File: config.mk
export PLATFORM = sky130hd
export DESIGN_NAME = l2d_access_ctl
export DESIGN_NICKNAME = d
export VERILOG_FILES = /design/src/rtl/l2d_pkg.sv /design/src/rtl/l2d_arb.sv /design/src/rtl/l2d_access_ctl.sv
export SDC_FILE = /design/constraint.sdc
export NUM_CORES = 1
export LEC_CHECK = 0
export ABC_AREA = 1
export BUFFER_PORTS_ARGS = -buffer_cell sky130_fd_sc_hd__buf_2
export CAP_MARGIN = 5
export CORE_AREA = 5 5 322 324
export DETAILED_ROUTE_END_ITERATION = 7
export DIE_AREA = 0 0 327 329
export PLACE_DENSITY_LB_ADDON = 0.08
export SYNTH_ARGS = -nofsm -noshare
export SYNTH_HDL_FRONTEND = slang
export SYNTH_HIERARCHICAL = 1
export SYNTH_SLANG_ARGS = --single-unit
File: constraint.sdc
create_clock -name rclk -period 3.53 [get_ports rclk]
set_clock_uncertainty 0.15 [all_clocks]
set_input_delay 0.1765 -clock rclk [delete_from_list [all_inputs] [get_ports rclk]]
set_output_delay 0.1765 -clock rclk [all_outputs]
set_load 0.01 [all_outputs]
File: src/rtl/l2d_pkg.sv
// Shared widths, FSM encoding and request bundle for the L2 data-array access controller.
package l2d_pkg;

    localparam int SET_W  = 10;
    localparam int WAY_W  = 2;
    localparam int WEN_W  = 4;
    localparam int DATA_W = 156;

    // Two-state issue FSM: the array needs one dead cycle after every issue.
    typedef enum logic [0:0] {
        IDLE = 1'b0,
        BUSY = 1'b1
    } l2d_state_e;

    // One requester's command fields, muxed as a unit after arbitration.
    typedef struct packed {
        logic              wr;
        logic [WAY_W-1:0]  way;
        logic [SET_W-1:0]  set;
        logic [WEN_W-1:0]  word_en;
        logic [DATA_W-1:0] wdata;
    } l2d_req_t;

endpackage

File: src/rtl/l2d_arb.sv
// Fill-over-load fixed-priority arbiter with a starvation counter that lets
// a waiting load through after STARVE_MAX consecutive fill grants.
module l2d_arb
    import l2d_pkg::*;
#(
    parameter int STARVE_MAX = 4
) (
    input  logic rclk,
    input  logic rst,
    input  logic idle,
    input  logic fill_vld,
    input  logic ld_vld,
    output logic fill_rdy,
    output logic ld_rdy
);

    localparam int CNT_W = (STARVE_MAX < 1) ? 1 : $clog2(STARVE_MAX + 1);
    localparam logic [CNT_W-1:0] CNT_MAX = CNT_W'(STARVE_MAX);

    logic [CNT_W-1:0] starve_cnt_r;
    logic             ld_pri_s;
    logic             fill_gnt_s;
    logic             ld_gnt_s;

    // Load wins when it has been starved long enough, or when fill is not asking.
    assign ld_pri_s   = (ld_vld && (starve_cnt_r == CNT_MAX)) || !fill_vld;
    assign fill_gnt_s = fill_vld & fill_rdy;
    assign ld_gnt_s   = ld_vld & ld_rdy;

    // Ready generation: at most one requester ready, none while busy or in reset.
    always_comb begin
        fill_rdy = 1'b0;
        ld_rdy   = 1'b0;
        if (rst || !idle) begin
            fill_rdy = 1'b0;
            ld_rdy   = 1'b0;
        end else if (ld_pri_s) begin
            ld_rdy = 1'b1;
        end else begin
            fill_rdy = 1'b1;
        end
    end

    // Count fill grants taken while a load waits; saturate, clear when load is served or absent.
    always_ff @(posedge rclk) begin
        if (rst) begin
            starve_cnt_r <= '0;
        end else if (!ld_vld || ld_gnt_s) begin
            starve_cnt_r <= '0;
        end else if (fill_gnt_s && (starve_cnt_r != CNT_MAX)) begin
            starve_cnt_r <= starve_cnt_r + CNT_W'(1);
        end
    end

endmodule

File: src/rtl/l2d_access_ctl.sv
// L2 data-array access controller: arbitrates fill and load requesters,
// drives the active-low array command and returns read data two cycles later.
module l2d_access_ctl
    import l2d_pkg::*;
#(
    parameter int STARVE_MAX = 4
) (
    input  logic              rclk,
    input  logic              rst,
    input  logic              fill_vld,
    output logic              fill_rdy,
    input  logic              fill_wr,
    input  logic [WAY_W-1:0]  fill_way,
    input  logic [SET_W-1:0]  fill_set,
    input  logic [WEN_W-1:0]  fill_word_en,
    input  logic [DATA_W-1:0] fill_wdata,
    input  logic              ld_vld,
    output logic              ld_rdy,
    input  logic              ld_wr,
    input  logic [WAY_W-1:0]  ld_way,
    input  logic [SET_W-1:0]  ld_set,
    input  logic [WEN_W-1:0]  ld_word_en,
    input  logic [DATA_W-1:0] ld_wdata,
    output logic [SET_W-1:0]  set_l,
    output logic [WAY_W-1:0]  way_sel_l,
    output logic [WEN_W-1:0]  word_en_l,
    output logic              wr_en_l,
    output logic              col_offset_l,
    output logic [DATA_W-1:0] decc_in_l,
    input  logic [DATA_W-1:0] decc_out,
    output logic              rd_vld,
    output logic              rd_src,
    output logic [DATA_W-1:0] rd_data,
    output logic              wr_done,
    output logic              wr_src
);

    l2d_state_e state_r;
    l2d_state_e state_nxt_s;
    logic       idle_s;
    logic       fill_gnt_s;
    logic       ld_gnt_s;
    logic       gnt_s;
    l2d_req_t   req_s;
    logic       rd_pend_r;
    logic       rd_pend_src_r;

    assign idle_s     = (state_r == IDLE);
    assign fill_gnt_s = fill_vld & fill_rdy;
    assign ld_gnt_s   = ld_vld & ld_rdy;
    assign gnt_s      = fill_gnt_s | ld_gnt_s;

    l2d_arb #(
        .STARVE_MAX (STARVE_MAX)
    ) u_arb (
        .rclk     (rclk),
        .rst      (rst),
        .idle     (idle_s),
        .fill_vld (fill_vld),
        .ld_vld   (ld_vld),
        .fill_rdy (fill_rdy),
        .ld_rdy   (ld_rdy)
    );

    // Select the granted requester's fields (fill when nobody is granted; gated later).
    always_comb begin
        req_s = '{wr: fill_wr, way: fill_way, set: fill_set,
                  word_en: fill_word_en, wdata: fill_wdata};
        if (ld_gnt_s) begin
            req_s = '{wr: ld_wr, way: ld_way, set: ld_set,
                      word_en: ld_word_en, wdata: ld_wdata};
        end else begin
            req_s = '{wr: fill_wr, way: fill_way, set: fill_set,
                      word_en: fill_word_en, wdata: fill_wdata};
        end
    end

    // FSM next state: every grant is followed by exactly one blocked cycle.
    always_comb begin
        state_nxt_s = state_r;
        case (state_r)
            IDLE:    state_nxt_s = gnt_s ? BUSY : IDLE;
            BUSY:    state_nxt_s = IDLE;
            default: state_nxt_s = IDLE;
        endcase
    end

    // FSM state register.
    always_ff @(posedge rclk) begin
        if (rst) begin
            state_r <= IDLE;
        end else begin
            state_r <= state_nxt_s;
        end
    end

    // Array command: inverted granted fields in the grant cycle, all-ones otherwise.
    always_comb begin
        set_l        = '1;
        way_sel_l    = '1;
        word_en_l    = '1;
        wr_en_l      = 1'b1;
        col_offset_l = 1'b1;
        decc_in_l    = '1;
        if (gnt_s) begin
            set_l        = ~req_s.set;
            way_sel_l    = ~req_s.way;
            word_en_l    = ~req_s.word_en;
            wr_en_l      = ~req_s.wr;
            col_offset_l = 1'b0;
            decc_in_l    = ~req_s.wdata;
        end else begin
            set_l        = '1;
            way_sel_l    = '1;
            word_en_l    = '1;
            wr_en_l      = 1'b1;
            col_offset_l = 1'b1;
            decc_in_l    = '1;
        end
    end

    // Response pipeline: write ack one cycle after issue, read data captured the
    // cycle after issue and presented the cycle after that; rd_data holds until replaced.
    always_ff @(posedge rclk) begin
        if (rst) begin
            rd_pend_r     <= 1'b0;
            rd_pend_src_r <= 1'b0;
            rd_vld        <= 1'b0;
            rd_src        <= 1'b0;
            rd_data       <= '0;
            wr_done       <= 1'b0;
            wr_src        <= 1'b0;
        end else begin
            rd_pend_r     <= gnt_s & ~req_s.wr;
            rd_pend_src_r <= ld_gnt_s;
            wr_done       <= gnt_s & req_s.wr;
            if (gnt_s && req_s.wr) begin
                wr_src <= ld_gnt_s;
            end
            rd_vld <= rd_pend_r;
            if (rd_pend_r) begin
                rd_src  <= rd_pend_src_r;
                rd_data <= decc_out;
            end
        end
    end

endmodule

==> impl_metrics.env, run 1 <==
export IMPL_min_delay_start="state_r$_SDFF_PP0_"
export IMPL_period_share=0.9143
export IMPL_place_area_um2=13850
export IMPL_cts_setup_buffers=0
export IMPL_cp_num_buf_inv=4
export IMPL_syn_inst=1309
export IMPL_start_util=0.08282
export IMPL_core_area_um2=100900
export IMPL_use_met3=0.03864
export IMPL_area_growth_pct=93.26
export IMPL_power_density_nw_per_um2=328.5
export IMPL_max_stage_delay_ns=0.68
export IMPL_synth_common_cells="667 x nor2_1, 179 x o21ai_1, 166 x dfxtp_1, 152 x o21ai_0, 45 x clkbuf_1"
export IMPL_rows=117
export IMPL_grt_util_met1=0.1390
export IMPL_status="finished clean"
export IMPL_p_leak_nw=7.671
export IMPL_final_hold_viol_count=0
export IMPL_grt_pass1_vias=12470
export IMPL_fin_nets=2754
export IMPL_wl_per_cell_um=18.87
export IMPL_busiest_layer="met2"
export IMPL_finalSetupViolCount=0
export IMPL_worst_pin_slew_ns=0.9386
export IMPL_ctsRootBufferMaster="clkbuf_16"
export IMPL_critPathTopFamily="buffers and inverters"
export IMPL_yosys_most_used_dff="dfxtp_1"
export IMPL_multi_input_area_um2=4343
export IMPL_ioPinCount=842
export IMPL_syn_area_um2=8353
export IMPL_gp_congestion=0.8667
export IMPL_use_met2=0.2017
export IMPL_stdcell_area_um2=16140
export IMPL_die_w_um=327
export IMPL_grt_use_total=0.1184
export IMPL_synth_warnings=6
export IMPL_cp_arrival_ns=2.90
export IMPL_wirelength_um=67670
export IMPL_seq_area_frac_synth=0.3978
export IMPL_grt_setup_unrepaired="no"
export IMPL_yosysTopAreaCell="dfxtp_1"
export IMPL_synth_most_common_cell="nor2_1"
export IMPL_h_tree_depth=4
export IMPL_period_minus_slack_ns=3.228
export IMPL_clockBufferDepth=2
export IMPL_grt_max_degree=106
export IMPL_place_port_buffers=841
export IMPL_fin_hold_ws_ns=0.2695
export IMPL_synth_edf_count=0
export IMPL_worstSetupPathType="reg2out"
export IMPL_ys_async_sr_fraction=0
export IMPL_r2r_start="u_arb/starve_cnt_r[0]$_SDFFE_PP0P_"
export IMPL_fmax_ghz=0.3098
export IMPL_crit_chain="inv_1 > ha_1 > nand3_2 > nand2_2 > nand2_1 > inv_1 > nand2_8 > buf_4 > o21ai_1 > buf_2"
export IMPL_cpMostUsedCell="inv_1"
export IMPL_clk_latency_ns=0.46
export IMPL_crit_path_start="u_arb/starve_cnt_r[0]$_SDFFE_PP0P_"
export IMPL_clkTransAtPathRegs_ns=0.07
export IMPL_final_max_slew_viol_count=0
export IMPL_total_power_w=0.005303
export IMPL_ys_top_cells_by_area="dfxtp_1 40%, nor2_1 30%, o21ai_1 11%"
export IMPL_n_fill_cell=11860
export IMPL_grt_overflow=0
export IMPL_ir_drop_uv=350.7
export IMPL_grt_pass1_wl_um=92720
export IMPL_ys_seq_elements=166
export IMPL_dieHeight_um=329
export IMPL_syn_num_nets=1817
export IMPL_vias_per_cell=3.450
export IMPL_worstPathMaxFanout=78
export IMPL_cts_buffers=17
export IMPL_hp_class="reg2reg"
export IMPL_syn_mean_instance_area_um2=6.381
export IMPL_cts_resized=0
export IMPL_worstPathRequired_ns=3.20
export IMPL_drive_above_1_share=0.4015
export IMPL_drv_cap=0
export IMPL_remaining_drc_errors=0
export IMPL_seq_area_um2=3327
export IMPL_antenna_found_initial=44
export IMPL_ant_nets=0
export IMPL_fin_setup_tns_ns=0
export IMPL_crit_path_end_kind="output pin"
export IMPL_vias=12370
export IMPL_cp_start_kind="register"
export IMPL_detailed_place_hpwl_um=54940
export IMPL_yosysTopAreaCellShare=0.3978
export IMPL_cts_tree="yes"
export IMPL_synth_distinct_cells=22
export IMPL_drt_iter0_drc=520
export IMPL_max_slew_margin=0.3743
export IMPL_crit_path_top_delay_cell="buf_4"
export IMPL_dieArea_um2=107600
export IMPL_drtPass1Iterations=5
export IMPL_cts_sinks=166
area by class of cell:
type,instances,area share
Antenna cell,18,0.002790
Clock buffer,18,0.02659
Clock inverter,14,0.01077
Inverter,13,0.003798
Multi-Input combinational cell,1023,0.2690
Sequential cell,166,0.2061
Tap cell,1309,0.1015
Timing Repair Buffer,1025,0.3795
state kept, by name, indices dropped and copies added (netlist names):
signal and count:
wr_done 1, rd_src 1, u_arb/starve_cnt_r 3, state_r 1, rd_vld 1, rd_pend_src_r 1, wr_src 1, rd_pend_r 1
rd_data 156
cells in the final DEF (no fill, tap or decap), types with 17 or more instances in the layout:
cell / n
dlygate4sd3_1: 164
buf_2: 841
clkbuf_16: 17
nor2_1: 667
o21ai_1: 179
o21ai_0: 152
diode_2: 18
dfxtp_1: 165
worst reg2reg max path, cell delays in order (launching register included):
cell and delay [ns]:
dfxtp_1 0.36, inv_1 0.07, ha_1 0.22, nand3_2 0.10, nand2_2 0.09, nand2_1 0.06, inv_1 0.11, nand2_8 0.11
buf_4 0.68, nand2_1 0.19, nand2_1 0.11, nand2_1 0.09, nand2_1 0.07, a21oi_1 0.05, dlygate4sd3_1 0.55
worst paths after layout:
| path | endpoint | slack [ns] | cells past startpoint |
|---|---|---|---|
| setup / recovery | word_en_l[0] | 0.30 | 10 |
| hold reg to reg | state_r$_SDFF_PP0_ | 0.27 | 1 |
| hold / removal | state_r$_SDFF_PP0_ | 0.27 | 1 |
| setup reg to reg | wr_src$_SDFFE_PP0P_ | 0.40 | 14 |
repair_timing:
action / 4_1_cts / 5_1_grt
endpoints found under the setup margin: 0 / 0
endpoints found under the hold margin: 164 / 0
hold buffers: 164 / 0
per-layer routing:
metal	wire length, µm	part of all wire	vias to the layer above
met1	27740	0.41	5718
met5	110	0.0016	-
li1	-	-	6104
met3	4926	0.073	71
met4	1468	0.022	18
met2	33420	0.49	462
cell families (layout without fill, tap and decap cells):
logic type	count (synthesis)	count (layout)	synth area share
compound gates	334	334	0.2006
simple gates	686	686	0.3137
other cells	0	18	0
xor+xnor	1	1	0.001049
fa+ha+maj	2	2	0.002995
flops	166	166	0.3978
buf+inv	120	1070	0.08388
power by group:
| group | leakage [nW] | total [W] | internal [W] | switching [W] |
|---|---|---|---|---|
| Combinational | 6.03 | 0.00128 | 0.000585 | 0.000698 |
| Sequential | 1.35 | 0.00198 | 0.00195 | 0.0000339 |
| Clock | 0.289 | 0.00204 | 0.00112 | 0.000919 |
| Total | 7.67 | 0.00530 | 0.00365 | 0.00165 |
stage by stage:
step	worst slack (ns)	std cells	util
3_5_place_dp	0.7629	3372	0.1373
2_1_floorplan	1.564	1309	-
4_1_cts	0.2049	3568	0.1596
5_1_grt	0.02834	3584	0.1600
6_report	0.3024	3586	0.1600
3_3_place_gp	0.7373	3372	0.1373
Power figures use the tool's default switching activity.
==> inputs of run 2 (changes only) <==
--- a/config.mk
+++ b/config.mk
@@ -8,9 +8,11 @@
 export ABC_AREA = 1
 export BUFFER_PORTS_ARGS = -buffer_cell sky130_fd_sc_hd__buf_2
 export CAP_MARGIN = 5
-export CORE_AREA = 5 5 322 324
+export CORE_AREA = 2 2 329 331
+export CTS_CLUSTER_DIAMETER = 30
 export DETAILED_ROUTE_END_ITERATION = 7
-export DIE_AREA = 0 0 327 329
+export DIE_AREA = 0 0 331 333
+export HOLD_SLACK_MARGIN = 0.06
 export PLACE_DENSITY_LB_ADDON = 0.08
 export SYNTH_ARGS = -nofsm -noshare
 export SYNTH_HDL_FRONTEND = slang
==> impl_metrics.env, run 2 (synthesized netlist as in run 1, its figures left out) <==
export IMPL_crit_path_top_delay_cell="dlygate4sd3_1"
export IMPL_start_util=0.07836
export IMPL_power_density_nw_per_um2=327.0
export IMPL_final_hold_viol_count=0
export IMPL_h_tree_depth=4
export IMPL_worstPathMaxFanout=5
export IMPL_grt_max_degree=173
export IMPL_drtPass1Iterations=5
export IMPL_core_area_um2=106600
export IMPL_remaining_drc_errors=0
export IMPL_gp_congestion=0.9112
export IMPL_crit_path_end_kind="register"
export IMPL_final_max_slew_viol_count=0
export IMPL_finalSetupViolCount=0
export IMPL_clockBufferDepth=2
export IMPL_cts_buffers=17
export IMPL_largest_registers="rd_data (156), u_arb/starve_cnt_r (3)"
export IMPL_die_w_um=331
export IMPL_worstPathRequired_ns=3.80
export IMPL_cp_start_kind="primary input"
export IMPL_clk_latency_ns=0.49
export IMPL_vias=12320
export IMPL_largest_reg_flops=156
export IMPL_cpMostUsedCell="dlygate4sd3_1"
export IMPL_ctsRootBufferMaster="clkbuf_16"
export IMPL_swShare=0.3134
export IMPL_crit_path_start="ld_vld"
export IMPL_fin_setup_tns_ns=0
export IMPL_r2r_setup_slack_ns=0.22
export IMPL_power_share_clock=0.384
export IMPL_internal_power_w=0.003652
export IMPL_layout_commonest_cell="buf_2"
export IMPL_cp_arrival_ns=3.63
export IMPL_fmax_ghz=0.2978
export IMPL_detailed_place_hpwl_um=56420
export IMPL_wirelength_um=69460
export IMPL_p_comb_frac=0.243
export IMPL_fin_util=0.1526
export IMPL_seqPwrFrac=0.372
export IMPL_wl_per_cell_um=18.90
export IMPL_largest_register="rd_data"
export IMPL_grt_pass1_vias=12200
export IMPL_drive_above_1_share=0.4006
export IMPL_ioPinCount=842
export IMPL_period_share=0.9513
export IMPL_worst_pin_slew_ns=0.8703
export IMPL_area_growth_pct=94.77
export IMPL_total_power_w=0.005319
export IMPL_rows=120
export IMPL_drt_iter0_drc=580
export IMPL_drv_cap=0
export IMPL_ir_drop_uv=373.7
export IMPL_grt_setup_unrepaired="no"
export IMPL_worstSetupPathType="in2reg"
export IMPL_grt_pass1_wl_um=93620
export IMPL_r2r_start="u_arb/starve_cnt_r[0]$_SDFFE_PP0P_"
export IMPL_period_minus_slack_ns=3.358
export IMPL_vias_per_cell=3.351
export IMPL_status="finished clean"
export IMPL_p_leak_nw=7.701
export IMPL_final_cell_mix="840 x buf_2, 667 x nor2_1, 179 x o21ai_1"
export IMPL_max_slew_margin=0.4198
export IMPL_cts_setup_buffers=0
export IMPL_ant_nets=0
export IMPL_max_stage_delay_ns=0.67
export IMPL_dieHeight_um=333
export IMPL_grt_use_total=0.1198
export IMPL_p_sw_w=0.001667
export IMPL_dieArea_um2=110200
export IMPL_cts_tree="yes"
export IMPL_r2r_end="rd_pend_r$_SDFF_PP0_"
export IMPL_fin_nets=2759
export IMPL_n_fill_cell=12580
export IMPL_place_port_buffers=841
export IMPL_rr_worst_depth=13
export IMPL_clkTransAtPathRegs_ns=0.08
export IMPL_endpoint="rd_pend_r$_SDFF_PP0_"
export IMPL_grt_overflow=0
export IMPL_hp_class="reg2reg"
export IMPL_cts_sinks=166
export IMPL_antenna_found_initial=20
export IMPL_crit_chain="dlygate4sd3_1 > clkbuf_4 > nand3_2 > nand2_2 > nand2_1 > inv_1 > nand2_8 > nand2_1 > dlygate4sd3_1 > nand2_1 > dlygate4sd3_1 > nor2_1 > dlygate4sd3_1"
run 2: what timing repair did:
action / 4_1_cts / 5_1_grt
gates resized for setup: 0 / 1
hold endpoints to repair: 165 / 0
hold buffers: 169 / 0
setup endpoints to repair: 0 / 1
run 2: worst min path at each step:
stage	depth (start not counted)	endpoint	from
6_report	1	state_r$_SDFF_PP0_	state_r$_SDFF_PP0_
5_1_grt	4	rd_data[133]$_SDFFE_PP0P_	decc_out[133]
4_1_cts	4	rd_data[126]$_SDFFE_PP0P_	decc_out[126]
3_5_place_dp	3	rd_data[76]$_SDFFE_PP0P_	decc_out[76]
3_3_place_gp	3	rd_data[76]$_SDFFE_PP0P_	decc_out[76]
2_1_floorplan	1	wr_src$_SDFFE_PP0P_	rst
run 2: power groups by stage:
stage | sequential (W) | combinational [W] | clock [W]
after detailed placement | 0.00202 | 0.00116 | 0
after global placement | 0.00202 | 0.00117 | 0
after global routing | 0.00199 | 0.00142 | 0.00223
after CTS | 0.00198 | 0.00133 | 0.00217
final | 0.00198 | 0.00129 | 0.00205
after floorplan | 0.00206 | 0.000448 | 0
run 2: layer usage:
metal	up-vias	wire length, µm	GRT usage
li1	6104	-	-
met1	5755	28500	0.1411
met2	419	34800	0.2114
met3	34	5515	0.03865
met4	8	588	0.02195
met5	-	49	0
run 2: area by class of cell:
cell class	count	area, µm²	share of cell area
well taps	1403	1755	0.1079
multi-input cells	1023	4343	0.2669
diodes	9	22.52	0.001384
clock buffers	22	484.2	0.02976
flip-flops and latches	166	3327	0.2045
inverters	13	66.31	0.004076
repair buffers	1030	6153	0.3782
clock inverters	10	117.6	0.007229
run 2: through the flow:
stage | cells | hold slack (ns) | setup slack, ns | cell area [µm²]
after CTS | 3667 | 0.2322 | 0.1284 | 16240
after global routing | 3669 | 0.2625 | 0.003924 | 16250
after detailed placement | 3466 | 0.2546 | 0.7108 | 13950
final | 3676 | 0.2651 | 0.1718 | 16270
after global placement | 3466 | 0.2493 | 0.7016 | 13950
after floorplan | 1309 | 0.09557 | 1.564 | 8353
run 2: worst max-delay path, delay by kind of cell:
| kind | cells | cell delay (ns) |
|---|---|---|
| buf+inv | 6 | 2.79 |
| simple gates | 7 | 0.65 |
==> inputs of run 3 (changes only) <==
--- a/config.mk
+++ b/config.mk
@@ -8,13 +8,12 @@
 export ABC_AREA = 1
 export BUFFER_PORTS_ARGS = -buffer_cell sky130_fd_sc_hd__buf_2
 export CAP_MARGIN = 5
-export CORE_AREA = 2 2 329 331
+export CORE_AREA = 2 2 324 326
 export CTS_CLUSTER_DIAMETER = 30
 export DETAILED_ROUTE_END_ITERATION = 7
-export DIE_AREA = 0 0 331 333
+export DIE_AREA = 0 0 326 328
 export HOLD_SLACK_MARGIN = 0.06
 export PLACE_DENSITY_LB_ADDON = 0.08
 export SYNTH_ARGS = -nofsm -noshare
 export SYNTH_HDL_FRONTEND = slang
-export SYNTH_HIERARCHICAL = 1
 export SYNTH_SLANG_ARGS = --single-unit
==> impl_metrics.env, run 3 <==
export IMPL_fin_hold_ws_ns=0.2911
export IMPL_ir_drop_uv=298.8
export IMPL_grt_overflow=0
export IMPL_yosysTopAreaCellShare=0.4089
export IMPL_final_cell_mix="841 x buf_2, 316 x nor2_1, 179 x inv_1"
export IMPL_place_area_um2=13780
export IMPL_syn_mean_instance_area_um2=7.301
export IMPL_drv_cap=0
export IMPL_drive_above_1_share=0.4308
export IMPL_antenna_found_initial=85
export IMPL_detailed_place_hpwl_um=59260
export IMPL_dieHeight_um=328
export IMPL_area_growth_pct=98.38
export IMPL_grt_setup_unrepaired="no"
export IMPL_ys_async_sr_fraction=0
export IMPL_worstPathMaxFanout=63
export IMPL_total_power_w=0.005525
export IMPL_grt_max_degree=158
export IMPL_finalSetupViolCount=0
export IMPL_clk_latency_ns=0.48
export IMPL_yosys_most_used_dff="dfxtp_1"
export IMPL_rows=118
export IMPL_crit_path_end_kind="output pin"
export IMPL_cts_buffers=17
export IMPL_drt_iter0_drc=446
export IMPL_die_w_um=326
export IMPL_ant_nets=0
export IMPL_worstPathRequired_ns=3.20
export IMPL_largest_reg_flops=156
export IMPL_largest_registers="rd_data (156), u_arb.starve_cnt_r (3)"
export IMPL_max_slew_margin=0.4786
export IMPL_drtPass1Iterations=4
export IMPL_stdcell_area_um2=16120
export IMPL_ys_top_cells_by_area="dfxtp_1 41%, a22o_1 18%, nor2_1 15%"
export IMPL_vias_per_cell=3.304
export IMPL_synth_warnings=0
export IMPL_final_max_slew_viol_count=0
export IMPL_fin_setup_tns_ns=0
export IMPL_cts_tree="yes"
export IMPL_remaining_drc_errors=0
export IMPL_syn_num_nets=1621
export IMPL_period_minus_slack_ns=3.051
export IMPL_vias=11510
export IMPL_largest_register="rd_data"
export IMPL_final_hold_viol_count=0
export IMPL_fin_cells=3485
export IMPL_fin_nets=2570
export IMPL_synth_common_cells="316 x nor2_1, 180 x inv_1, 171 x a22o_1, 166 x dfxtp_1, 158 x o21ai_0"
export IMPL_ctsRootBufferMaster="clkbuf_16"
export IMPL_cp_arrival_ns=2.72
export IMPL_layout_commonest_cell="buf_2"
export IMPL_p_leak_nw=7.775
export IMPL_status="finished clean"
export IMPL_ioPinCount=842
export IMPL_fmax_ghz=0.3277
export IMPL_dieArea_um2=106900
export IMPL_period_share=0.8644
export IMPL_synth_edf_count=0
export IMPL_cts_setup_buffers=0
export IMPL_syn_area_um2=8127
export IMPL_dp_cells=3259
export IMPL_hp_class="in2reg"
export IMPL_syn_inst=1113
export IMPL_clockBufferDepth=2
export IMPL_worstSetupPathType="reg2out"
export IMPL_yosysTopAreaCell="dfxtp_1"
export IMPL_synth_distinct_cells=22
export IMPL_ys_seq_elements=166
export IMPL_grt_use_total=0.1282
export IMPL_synth_most_common_cell="nor2_1"
export IMPL_grt_pass1_wl_um=95020
export IMPL_wl_per_cell_um=20.47
export IMPL_core_area_um2=103200
export IMPL_gp_congestion=0.8993
export IMPL_wirelength_um=71350
export IMPL_place_port_buffers=841
export IMPL_worst_pin_slew_ns=0.7821
export IMPL_start_util=0.07874
export IMPL_cts_sinks=166
export IMPL_seq_area_frac_synth=0.4089
export IMPL_h_tree_depth=4
export IMPL_cp_start_kind="register"
export IMPL_clkTransAtPathRegs_ns=0.08
export IMPL_grt_pass1_vias=11780
export IMPL_power_density_nw_per_um2=342.7
run 3: report_power, final:
group          leakage (nW)  total, W  switching [W]  internal, W
logic                  6.11   0.00137       0.000726     0.000643
registers              1.36   0.00205      0.0000545      0.00199
clock network         0.305   0.00211       0.000957      0.00115
run 3: cell type report:
class / count / area, µm²
inverter: 183 / 699.4
clock inverter: 14 / 188.9
sequential: 166 / 3327
multi-input combinational: 675 / 3647
clock buffer: 18 / 439.2
tap: 1380 / 1727
timing repair buffer: 1019 / 6018
fill: 12070 / 87080
antenna: 30 / 75.07
run 3: worst paths after layout:
kind                                 startpoint                      end  slack, ns  depth (start not counted)
max          u_arb.starve_cnt_r[0]$_SDFFE_PP0P_            decc_in_l[52]       0.48                         10
min                                 decc_out[6]  rd_data[6]$_SDFFE_PP0P_       0.29                          4
max reg2reg  u_arb.starve_cnt_r[0]$_SDFFE_PP0P_     rd_pend_r$_SDFF_PP0_       1.03                          9
min reg2reg                 wr_src$_SDFFE_PP0P_      wr_src$_SDFFE_PP0P_       0.34                          2
run 3: what timing repair did:
action | CTS | global route
resized for setup | 0 | 0
hold buffers | 164 | 0
endpoints found under the hold margin | 163 | 0
run 3: metrics by stage:
stage,worst slack [ns],utilization
2_1_floorplan,1.750,-
3_3_place_gp,0.9168,0.1335
3_5_place_dp,0.9551,0.1335
4_1_cts,0.3698,0.1555
5_1_grt,0.2337,0.1557
6_report,0.4788,0.1562
run 3: cell families (layout without fill, tap and decap cells):
kind of cell,after synthesis,in the layout,synth area share
XOR/XNOR,1,1,0.001078
AO/OA/AOI/OAI,335,335,0.2856
buffers and inverters,272,1234,0.1430
flip-flops,166,166,0.4089
adder cells (fa/ha/maj),2,2,0.003079
other,0,30,0
AND/OR/NAND/NOR,337,337,0.1583
run 3: worst max-delay path, cell delays in order, from the launching register on:
cell and delay [ns]:
dfxtp_1 0.33, inv_1 0.08, ha_1 0.16, nand3_1 0.09, nand2_2 0.13, nand3_2 0.15
inv_6 0.39, buf_12 0.30, a22o_1 0.29, inv_1 0.05, buf_2 0.15
run 3: metal layers:
metal  share of wire  track usage  vias up
met5          0.0025            0        -
met4           0.037      0.04338       26
met3           0.083      0.05115      169
met2            0.55       0.2555      582
met1            0.33       0.1155     5185
li1                -            -     5552
